--- src/rtl/spi_lcd_rx.sv ---
// SPI display-command receiver: oversamples a write-only 4-wire SPI link and
// decodes CASET/PASET/RAMWR into addressed RGB565 pixel writes.
module spi_lcd_rx #(
  parameter int WIDTH  = 320,
  parameter int HEIGHT = 240
) (
  input  logic        i_clk,
  input  logic        i_rst,
  input  logic        i_sclk,
  input  logic        i_mosi,
  input  logic        i_cs_n,
  input  logic        i_dc,
  output logic [7:0]  o_byte,
  output logic        o_byte_dc,
  output logic        o_byte_valid,
  output logic [7:0]  o_cmd,
  output logic        o_cmd_valid,
  output logic [15:0] o_px_x,
  output logic [15:0] o_px_y,
  output logic [15:0] o_px_data,
  output logic        o_px_valid,
  output logic        o_err
);

  typedef enum logic [1:0] {S_IDLE, S_CASET, S_PASET, S_RAMWR} state_t;

  localparam logic [15:0] COL_LIMIT = 16'(WIDTH);
  localparam logic [15:0] ROW_LIMIT = 16'(HEIGHT);

  logic [1:0]  sclk_sync_reg, mosi_sync_reg, dc_sync_reg, cs_sync_reg;
  logic        sclk_prev_reg;
  logic [2:0]  bit_cnt_reg;
  logic [6:0]  shift_reg;

  state_t      state_reg;
  logic [1:0]  param_cnt_reg;
  logic [23:0] param_reg;
  logic [15:0] sc_reg, ec_reg, sp_reg, ep_reg;
  logic [15:0] cur_x_reg, cur_y_reg;
  logic        hi_pending_reg;
  logic [7:0]  hi_byte_reg;

  logic        sclk_rise;
  logic [15:0] new_start, new_end;

  assign sclk_rise = sclk_sync_reg[1] & ~sclk_prev_reg;
  // Fourth parameter byte completes the end address directly from o_byte
  assign new_start = param_reg[23:8];
  assign new_end   = {param_reg[7:0], o_byte};

  always_ff @(posedge i_clk or posedge i_rst) begin
    if (i_rst) begin
      sclk_sync_reg <= 2'b00;
      mosi_sync_reg <= 2'b00;
      dc_sync_reg   <= 2'b00;
      cs_sync_reg   <= 2'b11;
      sclk_prev_reg <= 1'b0;
      bit_cnt_reg   <= 3'd0;
      shift_reg     <= 7'd0;
      o_byte        <= 8'd0;
      o_byte_dc     <= 1'b0;
      o_byte_valid  <= 1'b0;
    end else begin
      sclk_sync_reg <= {sclk_sync_reg[0], i_sclk};
      mosi_sync_reg <= {mosi_sync_reg[0], i_mosi};
      dc_sync_reg   <= {dc_sync_reg[0], i_dc};
      cs_sync_reg   <= {cs_sync_reg[0], i_cs_n};
      sclk_prev_reg <= sclk_sync_reg[1];
      o_byte_valid  <= 1'b0;
      if (cs_sync_reg[1]) begin
        bit_cnt_reg <= 3'd0;
      end else if (sclk_rise) begin
        shift_reg <= {shift_reg[5:0], mosi_sync_reg[1]};
        if (bit_cnt_reg == 3'd7) begin
          o_byte       <= {shift_reg, mosi_sync_reg[1]};
          o_byte_dc    <= dc_sync_reg[1];
          o_byte_valid <= 1'b1;
          bit_cnt_reg  <= 3'd0;
        end else begin
          bit_cnt_reg <= bit_cnt_reg + 3'd1;
        end
      end
    end
  end

  always_ff @(posedge i_clk or posedge i_rst) begin
    if (i_rst) begin
      state_reg      <= S_IDLE;
      param_cnt_reg  <= 2'd0;
      param_reg      <= 24'd0;
      sc_reg         <= 16'd0;
      ec_reg         <= COL_LIMIT - 16'd1;
      sp_reg         <= 16'd0;
      ep_reg         <= ROW_LIMIT - 16'd1;
      cur_x_reg      <= 16'd0;
      cur_y_reg      <= 16'd0;
      hi_pending_reg <= 1'b0;
      hi_byte_reg    <= 8'd0;
      o_cmd          <= 8'd0;
      o_cmd_valid    <= 1'b0;
      o_px_x         <= 16'd0;
      o_px_y         <= 16'd0;
      o_px_data      <= 16'd0;
      o_px_valid     <= 1'b0;
      o_err          <= 1'b0;
    end else begin
      o_cmd_valid <= 1'b0;
      o_px_valid  <= 1'b0;
      o_err       <= 1'b0;
      if (o_byte_valid) begin
        if (!o_byte_dc) begin
          // Every command aborts the running sequence and rewinds the cursor
          o_cmd_valid    <= 1'b1;
          o_cmd          <= o_byte;
          param_cnt_reg  <= 2'd0;
          hi_pending_reg <= 1'b0;
          cur_x_reg      <= sc_reg;
          cur_y_reg      <= sp_reg;
          case (o_byte)
            8'h2A:   state_reg <= S_CASET;
            8'h2B:   state_reg <= S_PASET;
            8'h2C:   state_reg <= S_RAMWR;
            default: state_reg <= S_IDLE;
          endcase
        end else begin
          case (state_reg)
            S_CASET, S_PASET: begin
              if (param_cnt_reg == 2'd3) begin
                if (state_reg == S_CASET) begin
                  if (new_start <= new_end && new_end < COL_LIMIT) begin
                    sc_reg <= new_start;
                    ec_reg <= new_end;
                  end else begin
                    o_err <= 1'b1;
                  end
                end else begin
                  if (new_start <= new_end && new_end < ROW_LIMIT) begin
                    sp_reg <= new_start;
                    ep_reg <= new_end;
                  end else begin
                    o_err <= 1'b1;
                  end
                end
                state_reg <= S_IDLE;
              end else begin
                param_reg     <= {param_reg[15:0], o_byte};
                param_cnt_reg <= param_cnt_reg + 2'd1;
              end
            end
            S_RAMWR: begin
              if (!hi_pending_reg) begin
                hi_byte_reg    <= o_byte;
                hi_pending_reg <= 1'b1;
              end else begin
                hi_pending_reg <= 1'b0;
                o_px_x         <= cur_x_reg;
                o_px_y         <= cur_y_reg;
                o_px_data      <= {hi_byte_reg, o_byte};
                o_px_valid     <= 1'b1;
                if (cur_x_reg == ec_reg) begin
                  cur_x_reg <= sc_reg;
                  cur_y_reg <= (cur_y_reg == ep_reg) ? sp_reg : cur_y_reg + 16'd1;
                end else begin
                  cur_x_reg <= cur_x_reg + 16'd1;
                end
              end
            end
            default: ;
          endcase
        end
      end
    end
  end

endmodule

--- config.mk ---
export PLATFORM = sky130hd
export DESIGN_NAME = spi_lcd_rx
export DESIGN_NICKNAME = d
export VERILOG_FILES = /design/src/rtl/spi_lcd_rx.sv
export SDC_FILE = /design/constraint.sdc
export NUM_CORES = 1
export LEC_CHECK = 0
export ABC_AREA = 1
export CAP_MARGIN = 10
export CORE_ASPECT_RATIO = 0.5
export CORE_MARGIN = 5
export CORE_UTILIZATION = 50
export DETAILED_ROUTE_END_ITERATION = 6
export PLACE_DENSITY = 0.7
export SLEW_MARGIN = 25
export SYNTH_ARGS = -nofsm -noshare
export SYNTH_HDL_FRONTEND = slang
export SYNTH_SLANG_ARGS = --single-unit
--- constraint.sdc ---
create_clock -name i_clk -period 21.2 [get_ports i_clk]
set_input_delay 4.24 -clock i_clk [delete_from_list [all_inputs] [get_ports i_clk]]
set_output_delay 4.24 -clock i_clk [all_outputs]
set_load 0.02 [all_outputs]
After elaboration in Yosys (flattened, before gate mapping)
Cells that the tools add are included.
- $add $sub $neg: 4
- $mul: 0
- div/mod/pow operators: 0
- magnitude comparators: 3
- eq/ne operators: 16
- shift operators: 0
- mux-type cells: 38
- bitwise logic cells: 7
- reductions and logical operators: 17
- operator list (operator ; count):
    16-bit 2-to-1 mux ; 9
    16-bit by 1-bit adder with 16-bit output (second input constant) ; 2
    16-bit == test ; 2
    8-bit by 6-bit == test with 1-bit output (second input constant) ; 3
    1-bit 2-to-1 mux ; 19
    16-bit less-or-equal comparator ; 1
    16-bit by 8-bit less-than comparator with 1-bit output (second input constant) ; 1
    16-bit by 9-bit less-than comparator with 1-bit output (second input constant) ; 1
    4-bit AND reduction ; 4
    2-bit 2-to-1 mux ; 6
    3-bit AND reduction ; 4
    6-bit AND reduction ; 2
    2-bit by 1-bit != test with 1-bit output (second input constant) ; 5
    3-bit 2-to-1 mux ; 3
    2-bit == test (second input constant) ; 3
    1-bit inverter ; 6
    2-bit one-hot mux with 3 select lines ; 1
    2-bit AND reduction ; 3
    3-bit by 1-bit adder with 3-bit output (second input constant) ; 1
    3-bit == test (second input constant) ; 1
    2-bit by 1-bit adder with 2-bit output (second input constant) ; 1
    2-bit by 1-bit == test with 1-bit output (second input constant) ; 1
    1-bit logical AND ; 2
    2-bit != test (second input constant) ; 1
    3 further kinds ; 3
- flip-flop bits (word level): 221
- latch bits: 0
- bits in writable memories: 0
- memory bits (read-only): 0
- input bits: 6
- word-level logic and storage cells: 113
- memories kept: 0

Depth between registers and ports, before layout
- depth in word-level cells: 8
- gate-level depth with buffers: 17
- mapped depth without buffers: 15

Least setup slack after synthesis
Ideal clock, no wire load.
- path type: register -> output
- from: reg o_byte_valid
- to: out o_byte_valid
- data arrival time: 0.491 ns
- data required time: 16.960 ns
- path slack: 16.469 ns
- stages on the path, launching flop included: 1
- buffers on the path: 0
- cells stage by stage: dfrtp_1
- RTL lines (item ; line ; source):
    start: declaration ; 15 ; output logic o_byte_valid,
    start signal: assignment ; 62 ; o_byte_valid <= 1'b0;
    start signal: assignment ; 69 ; o_byte_valid <= 1'b0;
    start signal: assignment ; 77 ; o_byte_valid <= 1'b1;
No word-level cell between the ends.

==> impl_metrics.env <==
export IMPL_cts_tree="yes"
export IMPL_yosys_area_share_xor_xnor_pct=3.991
export IMPL_drtAntennaViolNets=0
export IMPL_crit_path_end_kind="asynchronous set/reset pin"
export IMPL_core_area_sq_mm=0.01964
export IMPL_diodes=0
export IMPL_synth_compound_area_share_pct=8.911
export IMPL_grt_usage_pct=20.16
export IMPL_slew_headroom_pct=37.84
export IMPL_setup_ws_ns=14.87
export IMPL_grt_pass1_wl_um=38860
export IMPL_syn_inst=1116
export IMPL_clk_latency_ns=0.50
export IMPL_synth_fp_nets=1145
export IMPL_r2r_end="sc_reg[9]"
export IMPL_r2r_start="o_byte[2]"
export IMPL_finalSetupTns_ns=0
export IMPL_hold_depth=0
export IMPL_num_rows=36
export IMPL_reg2regPathDepth=14
export IMPL_hold_violations=0
export IMPL_post_cts_buffers=0
export IMPL_crit_type="in2async"
export IMPL_die_y_um=110.5
export IMPL_p_per_area_mw_per_mm2=69.69
export IMPL_syn_to_final_growth_pct=15.42
export IMPL_numCtsBuffers=20
export IMPL_async_flop_share_pct=100.0
export IMPL_synth_edf_count=0
export IMPL_cts_hold_buf=0
export IMPL_largest_register_ff_count=24
export IMPL_finalCritPeriodShare_pct=29.87
export IMPL_worstSetupEndpoint="o_px_y[9]"
export IMPL_cts_root_buf="clkbuf_16"
export IMPL_worst_setup_path_start_kind="input pin"
export IMPL_fill_cells=1742
export IMPL_maxSlewViolCount=0
export IMPL_drive_gt1_share_pct=9.865
export IMPL_wl_um=23190
export IMPL_yosysWarnings=0
export IMPL_grt_overflow=0
export IMPL_ys_seq_elements=221
export IMPL_dieWidth_um=211.0
export IMPL_cts_path_max_buffers=3
export IMPL_path_clk_slew_ns=0.06
export IMPL_viasPerCell=5.200
export IMPL_grt_max_degree=94
export IMPL_io_pins=75
export IMPL_worst_slew_pin_slew_ns=0.9274
export IMPL_yosysSeqAreaShare_pct=54.98
export IMPL_hpwl_um=15590
export IMPL_die_area_sq_mm=0.02331
export IMPL_synth_area_per_cell_sq_um=9.047
export IMPL_place_ws_ns=14.22
export IMPL_fin_crit_ns=6.331
export IMPL_worstHoldPathType="reg2reg"
export IMPL_drtIter0Drc=630
export IMPL_rsz0062_at_grt="no"
export IMPL_wl_per_cell_um=15.97
export IMPL_r2r_setup_slack_ns=18.27
export IMPL_port_buffers=74
export IMPL_final_util_pct=59.33
export IMPL_synth_adder_area_share_pct=2.850
export IMPL_critPathLaunch="i_rst"
export IMPL_grt_pass1_vias=7429
export IMPL_finalSetupViolCount=0
export IMPL_critical_path_required_ns=21.74
export IMPL_synth_top_family_by_area="simple AND/OR/NAND/NOR gates"
export IMPL_antenna_found_initial=0
export IMPL_synth_area_sq_mm=0.01010
export IMPL_drc=0
export IMPL_fin_skew_ns=0.007077
export IMPL_power_leakage_nw=5.540
export IMPL_max_cap_viol_count=0
export IMPL_nets=1203
export IMPL_worst_hold_slack_ns=0.3519
export IMPL_cts_htree_levels=1
export IMPL_synth_ff_type="dfrtp_1"
export IMPL_cts_sinks=221
export IMPL_fmax_ghz=0.1579
export IMPL_start_util_pct=51.41
export IMPL_cts_resized=0
export IMPL_via_count=7551
export IMPL_synth_simple_area_share_pct=20.28
export IMPL_arrival_ns=6.87
export IMPL_synth_mux_area_share_pct=1.673
export IMPL_firstDrtPassIters=5
export IMPL_ys_types=38
export IMPL_status="complete, no violations"
export IMPL_ir_drop_uv=64.63
export IMPL_path_max_fanout=93
export IMPL_place_congestion=0.8797
-- through the flow --
stage               std cells  total power, mW  cell area, sq um
finish                   1452           0.8121             11650
global route             1452           0.8433             11650
CTS                      1452           0.8203             11640
detailed placement       1418           0.4500             10980
global placement         1418           0.4492             10980
floorplan                1116           0.4447             10100
-- worst min path at each step --
stage	from	end	slack, ns
5_1_grt	cs_sync_reg[0]	cs_sync_reg[1]	0.37
3_3_place_gp	mosi_sync_reg[0]	mosi_sync_reg[1]	0.33
3_5_place_dp	mosi_sync_reg[0]	mosi_sync_reg[1]	0.34
2_1_floorplan	dc_sync_reg[0]	dc_sync_reg[1]	0.33
6_report	mosi_sync_reg[0]	mosi_sync_reg[1]	0.35
4_1_cts	mosi_sync_reg[0]	mosi_sync_reg[1]	0.35
-- where the power goes --
| group | internal [mW] | switching (mW) | total [mW] | leakage [nW] |
|---|---|---|---|---|
| clock | 0.216 | 0.154 | 0.370 | 0.324 |
| combinational | 0.00246 | 0.0104 | 0.0129 | 2.21 |
| sequential | 0.426 | 0.00288 | 0.429 | 3.01 |
| total | 0.644 | 0.168 | 0.812 | 5.54 |
-- Yosys cell counts (12+ instances only) --
| master | number | share of area, % |
|---|---|---|
| a21oi_1 | 46 | 2.3 |
| buf_2 | 16 | 0.79 |
| clkbuf_1 | 14 | 0.52 |
| dfrtp_1 | 205 | 51 |
| dfstp_2 | 16 | 4.2 |
| ha_1 | 23 | 2.9 |
| inv_1 | 109 | 4.1 |
| inv_2 | 14 | 0.52 |
| mux2_2 | 15 | 1.7 |
| nand2_1 | 283 | 11 |
| nand3_1 | 42 | 2.1 |
| nand4_1 | 13 | 0.81 |
| nor2_1 | 80 | 3.0 |
| o21ai_0 | 74 | 3.7 |
| o21ai_1 | 46 | 2.3 |
| xnor2_1 | 12 | 1.0 |
| xor2_1 | 34 | 2.9 |
-- layer usage --
metal | up-vias | wire [um] | track usage, % | share of wire, %
met1 | 3661 | 11220 | 30.88 | 48
met3 | 38 | 1419 | 3.966 | 6.1
li1 | 3675 | - | - | -
met5 | - | 0 | 0 | 0
met2 | 177 | 10190 | 30.33 | 44
met4 | 0 | 362 | 3.323 | 1.6
-- cell type report --
cell class                 instances  area [sq um]  area share, %
timing repair buffer              79         778.2          6.679
tap                              266         332.8          2.856
clock inverter                     4         70.07         0.6013
inverter                         128         493.0          4.231
sequential                       221          5550          47.63
clock buffer                      30         589.3          5.057
multi-input combinational        724          3839          32.94
-- placed cells by master (no fill, tap or decap), drive strengths merged, types with 23 or more instances in the layout --
cell / count
nand2: 290
dfrtp: 205
inv: 123
o21ai: 120
nor2: 85
clkdlybuf4s50: 74
nand3: 52
a21oi: 49
xor2: 34
clkbuf: 30
ha: 23
-- critical path, cell delays in order --
cell and delay, ns:
clkdlybuf4s50_1 0.49, inv_8 0.48, buf_4 0.82, buf_4 0.75
-- cells by family after synthesis --
kind of cell    after synthesis
compound gates              174
xor+xnor                     46
fa+ha+maj                    23
buf+inv                     171
flops                       221
mux                          15
simple gates                466
Note: power is estimated with default switching activity, not from simulation.
